## src/rtl/div_pkg.sv

```systemverilog
// Shared definitions for the signed/unsigned divider front-end.
//
// Contents:
//   WIDTH_DEF     - default operand/result width
//   state_t       - controller FSM states
//   DIV0_QUOT_BIT - fill bit for the divide-by-zero quotient (all ones)
package div_pkg;

    localparam int WIDTH_DEF = 32;

    typedef enum logic [2:0] {
        ST_IDLE,
        ST_LAUNCH,
        ST_WAIT,
        ST_FIX,
        ST_RESP
    } state_t;

    // A zero divisor returns a quotient of all ones and the dividend as the remainder.
    localparam logic DIV0_QUOT_BIT = 1'b1;

endpackage

```

## src/rtl/div_abs_neg.sv

```systemverilog
// Conditional two's-complement negation, modulo 2^WIDTH.
// Used as abs() on the operand path and as sign restore on the result path.
//
// Ports:
//   value  - input word
//   negate - 1: result = -value, 0: result = value
//   result - output word
module div_abs_neg #(
    parameter int WIDTH = 32
) (
    input  logic [WIDTH-1:0] value,
    input  logic             negate,
    output logic [WIDTH-1:0] result
);

    localparam logic [WIDTH-1:0] ONE = {{(WIDTH-1){1'b0}}, 1'b1};

    assign result = negate ? (~value + ONE) : value;

endmodule

```

## src/rtl/div_sign_ctrl.sv

```systemverilog
// Sign-handling controller around an unsigned multi-cycle divider core.
// Short-circuits divide-by-zero and signed MIN/-1, otherwise feeds operand
// magnitudes to the core and restores result signs afterwards.
//
// Optional feature: DIV_SIGN_CTRL_SIGNED_EN enables two's-complement handling.
// Without it req_signed is ignored, rsp_ovf is tied low and every request is
// treated as unsigned.
//
// Ports:
//   clk, rst_n                  - clock, async active-low reset
//   req_valid/req_ready         - request handshake
//   req_signed                  - operands are two's complement
//   req_dividend/req_divisor    - operands
//   core_start                  - one-cycle launch pulse to the core
//   core_dividend/core_divisor  - magnitudes, stable from launch until done
//   core_done                   - core results valid this cycle
//   core_quotient/core_remainder- unsigned core results
//   rsp_valid/rsp_ready         - response handshake
//   rsp_quotient/rsp_remainder  - final results
//   rsp_div0/rsp_ovf            - divide-by-zero / signed-overflow flags
//
// state     | meaning
// ----------+--------------------------------------------------
// ST_IDLE   | ready for a request
// ST_LAUNCH | pulse core_start
// ST_WAIT   | wait for core_done, capture raw results
// ST_FIX    | restore result signs
// ST_RESP   | hold response until rsp_ready
module div_sign_ctrl
    import div_pkg::*;
#(
    parameter int WIDTH        = WIDTH_DEF,
    parameter int CORE_MAX_CYC = 64
) (
    input  logic             clk,
    input  logic             rst_n,
    input  logic             req_valid,
    output logic             req_ready,
    input  logic             req_signed,
    input  logic [WIDTH-1:0] req_dividend,
    input  logic [WIDTH-1:0] req_divisor,
    output logic             core_start,
    output logic [WIDTH-1:0] core_dividend,
    output logic [WIDTH-1:0] core_divisor,
    input  logic             core_done,
    input  logic [WIDTH-1:0] core_quotient,
    input  logic [WIDTH-1:0] core_remainder,
    output logic             rsp_valid,
    input  logic             rsp_ready,
    output logic [WIDTH-1:0] rsp_quotient,
    output logic [WIDTH-1:0] rsp_remainder,
    output logic             rsp_div0,
    output logic             rsp_ovf
);

    localparam logic [WIDTH-1:0] MIN_VAL = {1'b1, {(WIDTH-1){1'b0}}};

    if (CORE_MAX_CYC < 1) begin : g_bad_cfg
        $error("CORE_MAX_CYC must be at least 1");
    end

    state_t           state, state_nxt;
    logic             accept;
    logic             is_div0;
    logic             is_ovf;
    logic [WIDTH-1:0] mag_dvd, mag_dvs;
    logic [WIDTH-1:0] fix_quot, fix_rem;

    assign is_div0 = (req_divisor == '0);
    assign accept  = req_valid && req_ready;

`ifdef DIV_SIGN_CTRL_SIGNED_EN
    localparam logic [WIDTH-1:0] ALL_ONES = {WIDTH{1'b1}};

    logic sgn;
    logic neg_quot, neg_rem, ovf_q;

    assign sgn    = req_signed;
    assign is_ovf = sgn && (req_dividend == MIN_VAL) && (req_divisor == ALL_ONES);

    div_abs_neg #(.WIDTH(WIDTH)) u_abs_dvd (
        .value  (req_dividend),
        .negate (sgn & req_dividend[WIDTH-1]),
        .result (mag_dvd)
    );

    div_abs_neg #(.WIDTH(WIDTH)) u_abs_dvs (
        .value  (req_divisor),
        .negate (sgn & req_divisor[WIDTH-1]),
        .result (mag_dvs)
    );

    // Result path works in place on the captured core results.
    div_abs_neg #(.WIDTH(WIDTH)) u_neg_quot (
        .value  (rsp_quotient),
        .negate (neg_quot),
        .result (fix_quot)
    );

    div_abs_neg #(.WIDTH(WIDTH)) u_neg_rem (
        .value  (rsp_remainder),
        .negate (neg_rem),
        .result (fix_rem)
    );

    always_ff @(posedge clk or negedge rst_n) begin
        if (!rst_n) begin
            neg_quot <= 1'b0;
            neg_rem  <= 1'b0;
            ovf_q    <= 1'b0;
        end else if (accept) begin
            ovf_q    <= is_ovf;
            neg_quot <= sgn && (req_dividend[WIDTH-1] ^ req_divisor[WIDTH-1]);
            neg_rem  <= sgn && req_dividend[WIDTH-1];
        end
    end

    assign rsp_ovf = ovf_q;
`else
    logic unused_signed;

    assign unused_signed = req_signed;
    assign is_ovf        = 1'b0;
    assign mag_dvd       = req_dividend;
    assign mag_dvs       = req_divisor;
    assign fix_quot      = rsp_quotient;
    assign fix_rem       = rsp_remainder;
    assign rsp_ovf       = 1'b0;
`endif

    always_ff @(posedge clk or negedge rst_n) begin
        if (!rst_n) begin
            state <= ST_IDLE;
        end else begin
            state <= state_nxt;
        end
    end

    always_comb begin
        state_nxt  = state;
        req_ready  = 1'b0;
        core_start = 1'b0;
        rsp_valid  = 1'b0;
        case (state)
            ST_IDLE: begin
                // Gated by rst_n so req_ready reads 0 while reset is held.
                req_ready = rst_n;
                if (req_valid && rst_n) begin
                    state_nxt = (is_div0 || is_ovf) ? ST_RESP : ST_LAUNCH;
                end
            end
            ST_LAUNCH: begin
                core_start = 1'b1;
                state_nxt  = ST_WAIT;
            end
            ST_WAIT: begin
                if (core_done) begin
                    state_nxt = ST_FIX;
                end
            end
            ST_FIX: begin
                state_nxt = ST_RESP;
            end
            ST_RESP: begin
                rsp_valid = 1'b1;
                if (rsp_ready) begin
                    state_nxt = ST_IDLE;
                end
            end
            default: begin
                state_nxt = ST_IDLE;
            end
        endcase
    end

    always_ff @(posedge clk or negedge rst_n) begin
        if (!rst_n) begin
            core_dividend <= '0;
            core_divisor  <= '0;
            rsp_quotient  <= '0;
            rsp_remainder <= '0;
            rsp_div0      <= 1'b0;
        end else begin
            case (state)
                ST_IDLE: begin
                    if (accept) begin
                        rsp_div0 <= is_div0;
                        if (is_div0) begin
                            rsp_quotient  <= {WIDTH{DIV0_QUOT_BIT}};
                            rsp_remainder <= req_dividend;
                        end else if (is_ovf) begin
                            rsp_quotient  <= MIN_VAL;
                            rsp_remainder <= '0;
                        end else begin
                            core_dividend <= mag_dvd;
                            core_divisor  <= mag_dvs;
                        end
                    end
                end
                ST_WAIT: begin
                    if (core_done) begin
                        rsp_quotient  <= core_quotient;
                        rsp_remainder <= core_remainder;
                    end
                end
                ST_FIX: begin
                    rsp_quotient  <= fix_quot;
                    rsp_remainder <= fix_rem;
                end
                default: begin
                end
            endcase
        end
    end

endmodule

```

## config.mk

```make
export PLATFORM = sky130hd
export DESIGN_NAME = div_sign_ctrl
export DESIGN_NICKNAME = d
export VERILOG_FILES = /design/src/rtl/div_pkg.sv /design/src/rtl/div_abs_neg.sv /design/src/rtl/div_sign_ctrl.sv
export SDC_FILE = /design/constraint.sdc
export NUM_CORES = 1
export LEC_CHECK = 0
export ABC_AREA = 1
export CORE_MARGIN = 2
export CORE_UTILIZATION = 45
export CTS_BUF_LIST = sky130_fd_sc_hd__clkbuf_4 sky130_fd_sc_hd__clkbuf_8 sky130_fd_sc_hd__clkbuf_16
export CTS_CLUSTER_DIAMETER = 200
export DETAILED_ROUTE_END_ITERATION = 16
export GPL_ROUTABILITY_DRIVEN = 0
export PLACE_DENSITY_LB_ADDON = 0.1
export SYNTH_ARGS = -nofsm -noshare
export SYNTH_HDL_FRONTEND = slang
export SYNTH_SLANG_ARGS = --single-unit
```

## constraint.sdc

```tcl
create_clock -name clk -period 3.1 [get_ports clk]
set_input_delay 0.62 -clock clk [delete_from_list [all_inputs] [get_ports clk]]
set_output_delay 0.62 -clock clk [all_outputs]
set_load 0.03 [all_outputs]
```

* Word-level counts from Yosys, hierarchy flattened *
Index checks and enable logic that the tools add are counted.

storage, ports and cells
  RAM bits = 0
  bits in registers = 132
  memories kept = 0
  bits in latches = 0
  logic and storage cells = 41
  ROM bits = 0

operators by class
  shift-type cells = 0
  add/sub/neg operators = 0
  reduce and logical (&&, ||, !) cells = 9
  bitwise operators = 1
  div/mod/pow operators = 0
  eq/ne operators = 9
  order comparisons = 0
  multipliers = 0
  multiplexer cells = 16

operators by type and width
  operator                                        count
  2-to-1 mux 32 bit                               6
  one-hot mux 32 bit (2 select lines)             2
  logical NOT 32 bit                              1
  one-hot mux 3 bit (5 select lines)              1
  2-to-1 mux 3 bit                                4
  != test 2 bit (second input constant)           5
  == test 3 x 2 -> 1 bit (second input constant)  2
  AND reduction 3 bit                             2
  AND reduction 4 bit                             1
  == test 3 x 1 -> 1 bit (second input constant)  1
  == test 3 bit (second input constant)           1
  logical NOT 3 bit                               1
  2-to-1 mux 1 bit                                3
  logical AND 1 bit                               2
  AND reduction 2 bit                             1
  nonzero test 2 bit                              1
  inverter 1 bit                                  1

* Longest topological paths before layout *
Gate-level depths: netlist (run 1).

  depth in word-level cells = 5
  mapped depth = 11
  depth with buffers taken out = 9

* Worst setup path before layout (run 1) *
OpenSTA, ideal clock, no wires.

  path kind = register to output
  start point = reg state[2]
  end point = out req_ready
  slack = 1.278 ns
  path buffers = 0
  arrival = 1.202 ns
  cell stages (with the launch flop) = 4
  cells stage by stage = dfrtp_1 -> nor3_2 -> inv_1 -> nor2_1

between the ends
  longest elaborated chain between the ends = 2

RTL lines
  what                    RTL line              source
  start, declared         div_sign_ctrl.sv:62   state_t state, state_nxt;
  start signal, assigned  div_sign_ctrl.sv:135  state <= state_nxt;
  logical NOT 3 bit       div_sign_ctrl.sv:144  case (state)
  2-to-1 mux 1 bit        div_sign_ctrl.sv:144
  end, declared           div_sign_ctrl.sv:38   output logic req_ready,

No other way between the ends.

* Final worst setup path (run 1) *
Ends and elaborated chain as after synthesis.

==> run_results.csv, run 1 <==
group,metric,value,unit
outcome,outcome,"finished, final reports clean",
clocking,cts_resized,0,
timing,finalWorstSetupSlack,0.294,ns
setup_path,cp_top_family,"buffers and inverters",
timing,finalSetupTns,0,ns
setup_path,r2r_start,"state[2]",
setup_path,crit_chain,"nor3_2, inv_1, nor2_1, clkdlybuf4s50_1",
global_route,antenna_found_initial,0,
clocking,cts_buffers,17,
routing,drt_first_pass_iters,5,
synthesis,synth_top_area_cell,"dfrtp_1",
setup_path,r2r_end,"rsp_quotient[7]",
synthesis,synth_cells,763,
setup_path,critPathKind,"register to output pin",
synthesis,ys_ff_latch,132,
routing,vias,5900,
synthesis,synth.avg_cell_area,7.85,um^2
synthesis,seq_area_frac_synth,0.552,
routing,drt_wl_total,18400,um
die,die_area,14200,um^2
global_route,grt_overflow,0,
worst_hold_path,worstHoldPathType,"input pin to asynchronous set/reset pin",
routing,ant_nets,0,
place,place_ws,0.514,ns
clocking,clk_path_buf_depth,2,
clocking,cts_setup_buffers,0,
setup_path,startpoint,"state[2]",
timing,hold_viol_final,0,
timing,rsz0062_at_grt,"false",
cells_and_area,final_area,9420,um^2
routing,drc,0,
cells_and_area,nNetsFinal,1141,
setup_path,critPathMaxFanout,5,
setup_path,path_buf_inv,2,
timing,fin_skew,0.00759,ns
clocking,cts-root-buf,"clkbuf_16",
die,top_level_ports,267,
setup_path,ff2ff_path_depth,6,
setup_path,critPathCaptureType,"output pin",
timing,layout_min_cycle_time,2.81,ns
synthesis,syn_area,5990,um^2
setup_path,cp.depth,4,
die,die_w,119,um
place,placed_cell_area,8780,um^2
timing,setup_viol,0,
synthesis,ys_types,19,
global_route,grt.total_usage,0.265,
routing,avgViaCountPerCell,4.93,
cells_and_area,final_util,0.717,
power,leakage,4.58,nW
die,die_h,119,um
timing,slew_headroom,0.286,
cells_and_area,final_cells,1196,
power,ir_drop,0.563,mV
clocking,htreeDepth,4,
cells_and_area,area_delta_synth_final,57.3,%
routing,drt_iter0_drc,354,
setup_path,endpoint,"req_ready",
place,hpwl,12200,um
clocking,clk_pin_slew,0.06,ns
synthesis,synthTopCellsByArea,"dfrtp_1 (55%), nand2_1 (24%), nand3_1 (11%), buf_2 (2.6%), or2_2 (2.3%)",
cells_and_area,num-fill-cells,1082,
synthesis,synthesis.nets,897,
place,io_buffers,264,
synthesis,synth_warnings,0,
global_route,grt_start_max_net_pins,133,
clocking,cts.sinks,132,
clocking,cts_tree,"yes",
setup_path,arrival,2.19,ns
global_route,grt_pass1_vias,5771,
die,initial_core_util,0.456,
place,dp_cells,1164,
setup_path,slowest_stage,"clkdlybuf4s50_1",
clocking,cts.hold.buffers_added,0,
timing,maxSlewViolCount,0,
timing,worst_slew_pin_slew,1.07,ns
clocking,clkLatencyLatePin,0.41,ns
setup_path,cp-start-kind,"register",
setup_path,r2r_slack,1.05,ns
global_route,grt_pass1_wl,29500,um
power,powerDensity,1160,nW/um^2
flow_run,maxCapViolCount,0,
routing,wl_per_cell,15.4,um
timing,period_share,0.905,
synthesis,synth_top_area_share,0.552,
die,fp.coreArea,13100,um^2
cells_and_area,drive_gt1_frac,0.0775,
cells_and_area,n_antenna_cell,0,
die,std_cell_rows,42,
setup_path,cp.required,2.48,ns
setup_path,critPathMaxStageDelay,0.71,ns
timing,max_freq,356,MHz
## routing by layer
| layer | GRT usage | vias to the layer above | part of all wire |
|---|---|---|---|
| li1 | - | 2884 | - |
| met1 | 0.329 | 2770 | 0.42 |
| met2 | 0.428 | 210 | 0.47 |
| met3 | 0.0862 | 36 | 0.080 |
| met4 | 0.107 | 0 | 0.030 |
| met5 | 0 | - | 0 |
## power breakdown
| part | internal [mW] | total, mW | leakage [nW] | switching, mW |
|---|---|---|---|---|
| clock | 1.43 | 2.17 | 0.309 | 0.743 |
| combinational | 2.26 | 5.75 | 2.64 | 3.49 |
| sequential | 2.56 | 3.01 | 1.63 | 0.450 |
| total | 6.25 | 10.9 | 4.58 | 4.68 |
## cells in the mapped netlist
cell and number:
a21oi_1 1, dfrtp_1 132, conb_1 1, o21ai_0 1, buf_2 31, clkbuf_1 16, inv_1 6, or2_1 10
buf_1 3, nor3_4 1, buf_4 2, nand3_1 131, nand2_1 376, nor3_2 1, nor2_1 24, or2_2 22
o21a_1 1, nor3_1 1, inv_2 3
## cell families after synthesis
group	share of synthesized area
flip-flops	0.552
other	0.000626
AO/OA/AOI/OAI	0.00292
AND/OR/NAND/NOR	0.399
buffers and inverters	0.0460
## metrics by stage
stage / hold WS, ns / power (mW)
2_1_floorplan: 0.324 / 6.37
4_1_cts: 0.388 / 11.0
3_3_place_gp: 0.452 / 8.72
3_5_place_dp: 0.457 / 8.80
5_1_grt: 0.413 / 11.6
6_report: 0.354 / 10.9
## worst min-delay path by stage
stage                        end  slack, ns  cells after the start
4_1_cts         core_dividend[2]       0.39                      2
2_1_floorplan   core_dividend[0]       0.32                      0
3_3_place_gp   core_dividend[24]       0.45                      2
6_report        core_dividend[2]       0.35                      2
5_1_grt         rsp_quotient[26]       0.41                      2
3_5_place_dp    core_divisor[12]       0.46                      2
## registers in the layout (all words and copies together) (netlist names)
signal and count:
core_dividend 32, core_divisor 32, rsp_div0 1, rsp_quotient 32, rsp_remainder 32, state 3
## cell usage in the layout (no fill, tap or decap), drive strengths merged
| cell | count |
|---|---|
| clkbuf | 18 |
| nor3 | 3 |
| o21a | 1 |
| clkdlybuf4s50 | 263 |
| clkinv | 6 |
| nand2 | 376 |
| dfrtp | 132 |
| o21ai | 1 |
| inv | 9 |
| nand3 | 131 |
| or2 | 32 |
| a21oi | 1 |
| clkinvlp | 3 |
| buf | 14 |
| bufinv | 5 |
| conb | 1 |
| nor2 | 24 |
## layout make-up
| cell class | count | area [um^2] | area share |
|---|---|---|---|
| well taps | 176 | 220 | 0.0234 |
| inverters | 9 | 33.8 | 0.00359 |
| flip-flops and latches | 132 | 3300 | 0.351 |
| clock buffers | 18 | 433 | 0.0459 |
| multi-input cells | 570 | 2430 | 0.258 |
| repair buffers | 277 | 2790 | 0.296 |
| clock inverters | 14 | 210 | 0.0223 |
(Power assumes the default switching activity.)
==> run 2: changes to the inputs <==
--- a/config.mk
+++ b/config.mk
@@ -6,8 +6,10 @@
 export NUM_CORES = 1
 export LEC_CHECK = 0
 export ABC_AREA = 1
+export CELL_PAD_IN_SITES_DETAIL_PLACEMENT = 0
+export CELL_PAD_IN_SITES_GLOBAL_PLACEMENT = 1
 export CORE_MARGIN = 2
-export CORE_UTILIZATION = 45
+export CORE_UTILIZATION = 32
 export CTS_BUF_LIST = sky130_fd_sc_hd__clkbuf_4 sky130_fd_sc_hd__clkbuf_8 sky130_fd_sc_hd__clkbuf_16
 export CTS_CLUSTER_DIAMETER = 200
 export DETAILED_ROUTE_END_ITERATION = 16
==> run 2 against run 1 <==
Worst setup slack lost 0.0062 ns. Count of clock-buffer cells in the layout rose by 2. Total power grew 0.82%. Sequential power barely moved. Routed wire length increased by 7.1%. Via count is 1.9% lower. Sequential share of layout area down 0.37 points. Global-route usage down 6.3 points. Core utilization is 20 points lower. Clock skew up 0.00089 ns. Flip-flop and latch count did not move.
==> run_results.csv, run 2 (synthesis gave the netlist of run 1 again) <==
group,metric,value,unit
clocking,cts.hold.buffers_added,0,
clocking,cts_buffers,17,
setup_path,critPathMaxStageDelay,0.71,ns
timing,slew_headroom,0.474,
clocking,clk_pin_slew,0.06,ns
power,p_seq_frac,0.272,
global_route,grt_pass1_vias,5706,
cells_and_area,area_delta_synth_final,59.0,%
timing,hold_viol_final,0,
clocking,clkLatencyLatePin,0.42,ns
die,die_h,141,um
routing,drt_wl_total,19700,um
global_route,grt_overflow,0,
die,initial_core_util,0.323,
setup_path,critPathCaptureType,"output pin",
cells_and_area,drive_gt1_frac,0.0802,
routing,drt_iter0_drc,244,
timing,rsz0062_at_grt,"false",
timing,setup_viol,0,
global_route,grt_start_max_net_pins,133,
die,fp.coreArea,18500,um^2
setup_path,arrival,2.19,ns
power,ir_drop,0.521,mV
power,power_report.internal_total,6.30,mW
clocking,cts_resized,0,
cells_and_area,final_util,0.514,
power,switching_power,4.72,mW
global_route,grt_pass1_wl,31300,um
clocking,clk_path_buf_depth,2,
setup_path,cp_top_family,"buffers and inverters",
timing,finalWorstSetupSlack,0.288,ns
clocking,htreeDepth,4,
power,switching_share,0.428,
routing,ant_nets,0,
timing,finalSetupTns,0,ns
place,place_ws,0.526,ns
die,std_cell_rows,50,
timing,layout_min_cycle_time,2.81,ns
global_route,antenna_found_initial,0,
power,powerDensity,1160,nW/um^2
power,leakage,4.60,nW
power,p_clk_frac,0.205,
timing,fin_skew,0.00847,ns
setup_path,slowest_stage,"clkdlybuf4s50_1",
die,die_w,141,um
setup_path,critPathMaxFanout,5,
setup_path,critPathKind,"register to output pin",
outcome,outcome,"finished, final reports clean",
timing,worst_slew_pin_slew,0.790,ns
routing,avgViaCountPerCell,4.61,
setup_path,r2r_slack,1.02,ns
timing,maxSlewViolCount,0,
routing,vias,5790,
routing,wl_per_cell,15.7,um
cells_and_area,n_antenna_cell,0,
clocking,cts_setup_buffers,0,
clocking,cts.sinks,132,
routing,drc,0,
place,dp_cells,1225,
die,die_area,19800,um^2
cells_and_area,final_cells,1257,
routing,drt_first_pass_iters,4,
place,io_buffers,264,
setup_path,cp-start-kind,"register",
cells_and_area,nNetsFinal,1144,
cells_and_area,final_cell_mix,"nand2_1 (373), clkdlybuf4s50_1 (263), dfrtp_1 (132)",
timing,period_share,0.907,
timing,max_freq,356,MHz
power,p_total,11.0,mW
flow_run,maxCapViolCount,0,
place,hpwl,13200,um
worst_hold_path,worstHoldPathType,"input pin to asynchronous set/reset pin",
power,p_comb_frac,0.523,
setup_path,path_buf_inv,2,
cells_and_area,num-fill-cells,1841,
cells_and_area,layout_commonest_cell,"nand2_1",
die,top_level_ports,267,
global_route,grt.total_usage,0.201,
clocking,cts_tree,"yes",
setup_path,cp.required,2.48,ns
setup_path,crit_chain,"nor3_2, inv_1, nor2_1, clkdlybuf4s50_1",
clocking,cts-root-buf,"clkbuf_16",
run 2: changes by cell type in the layout (fill, tap and decap cells not counted), sizes merged:
cell	before	now
buf	14	17
clkbuf	18	20
clkinv	6	4
clkinvlp	3	2
inv	9	10
run 2: power groups by stage:
stage | sequential, mW | clock (mW) | combinational (mW)
2_1_floorplan | 4.58 | 0 | 1.80
3_3_place_gp | 3.00 | 0 | 5.83
3_5_place_dp | 3.02 | 0 | 5.85
4_1_cts | 3.00 | 2.31 | 5.86
5_1_grt | 3.10 | 2.39 | 6.25
6_report | 3.00 | 2.26 | 5.77
run 2: worst paths after layout:
path / start / endpoint / depth (start not counted)
max: state[2] / req_ready / 4
min: rst_n / core_divisor[23] / 2
max reg2reg: state[2] / rsp_quotient[29] / 9
min reg2reg: core_dividend[23] / core_dividend[23] / 2
max in group asynchronous: rst_n / rsp_remainder[2] / 2
min in group clk: core_dividend[23] / core_dividend[23] / 2
run 2: routing by layer:
metal	track usage	routed length (um)	up-vias
met4	0.0747	439	0
met3	0.0713	1550	24
met5	0	0	-
met1	0.257	8660	2715
met2	0.316	9040	163
li1	-	-	2888
run 2: area by class of cell:
class	count	area, um^2	area share
flip-flops and latches	132	3300	0.347
repair buffers	280	2800	0.294
multi-input cells	570	2430	0.255
clock buffers	20	460	0.0484
well taps	234	293	0.0307
clock inverters	12	201	0.0212
inverters	9	33.8	0.00355
run 2: metrics by stage:
step                instance area (um^2)  hold WS, ns
floorplan                           5990        0.324
global placement                    8860        0.452
detailed placement                  8860        0.457
CTS                                 9520        0.406
global route                        9520        0.396
finish                              9520        0.359
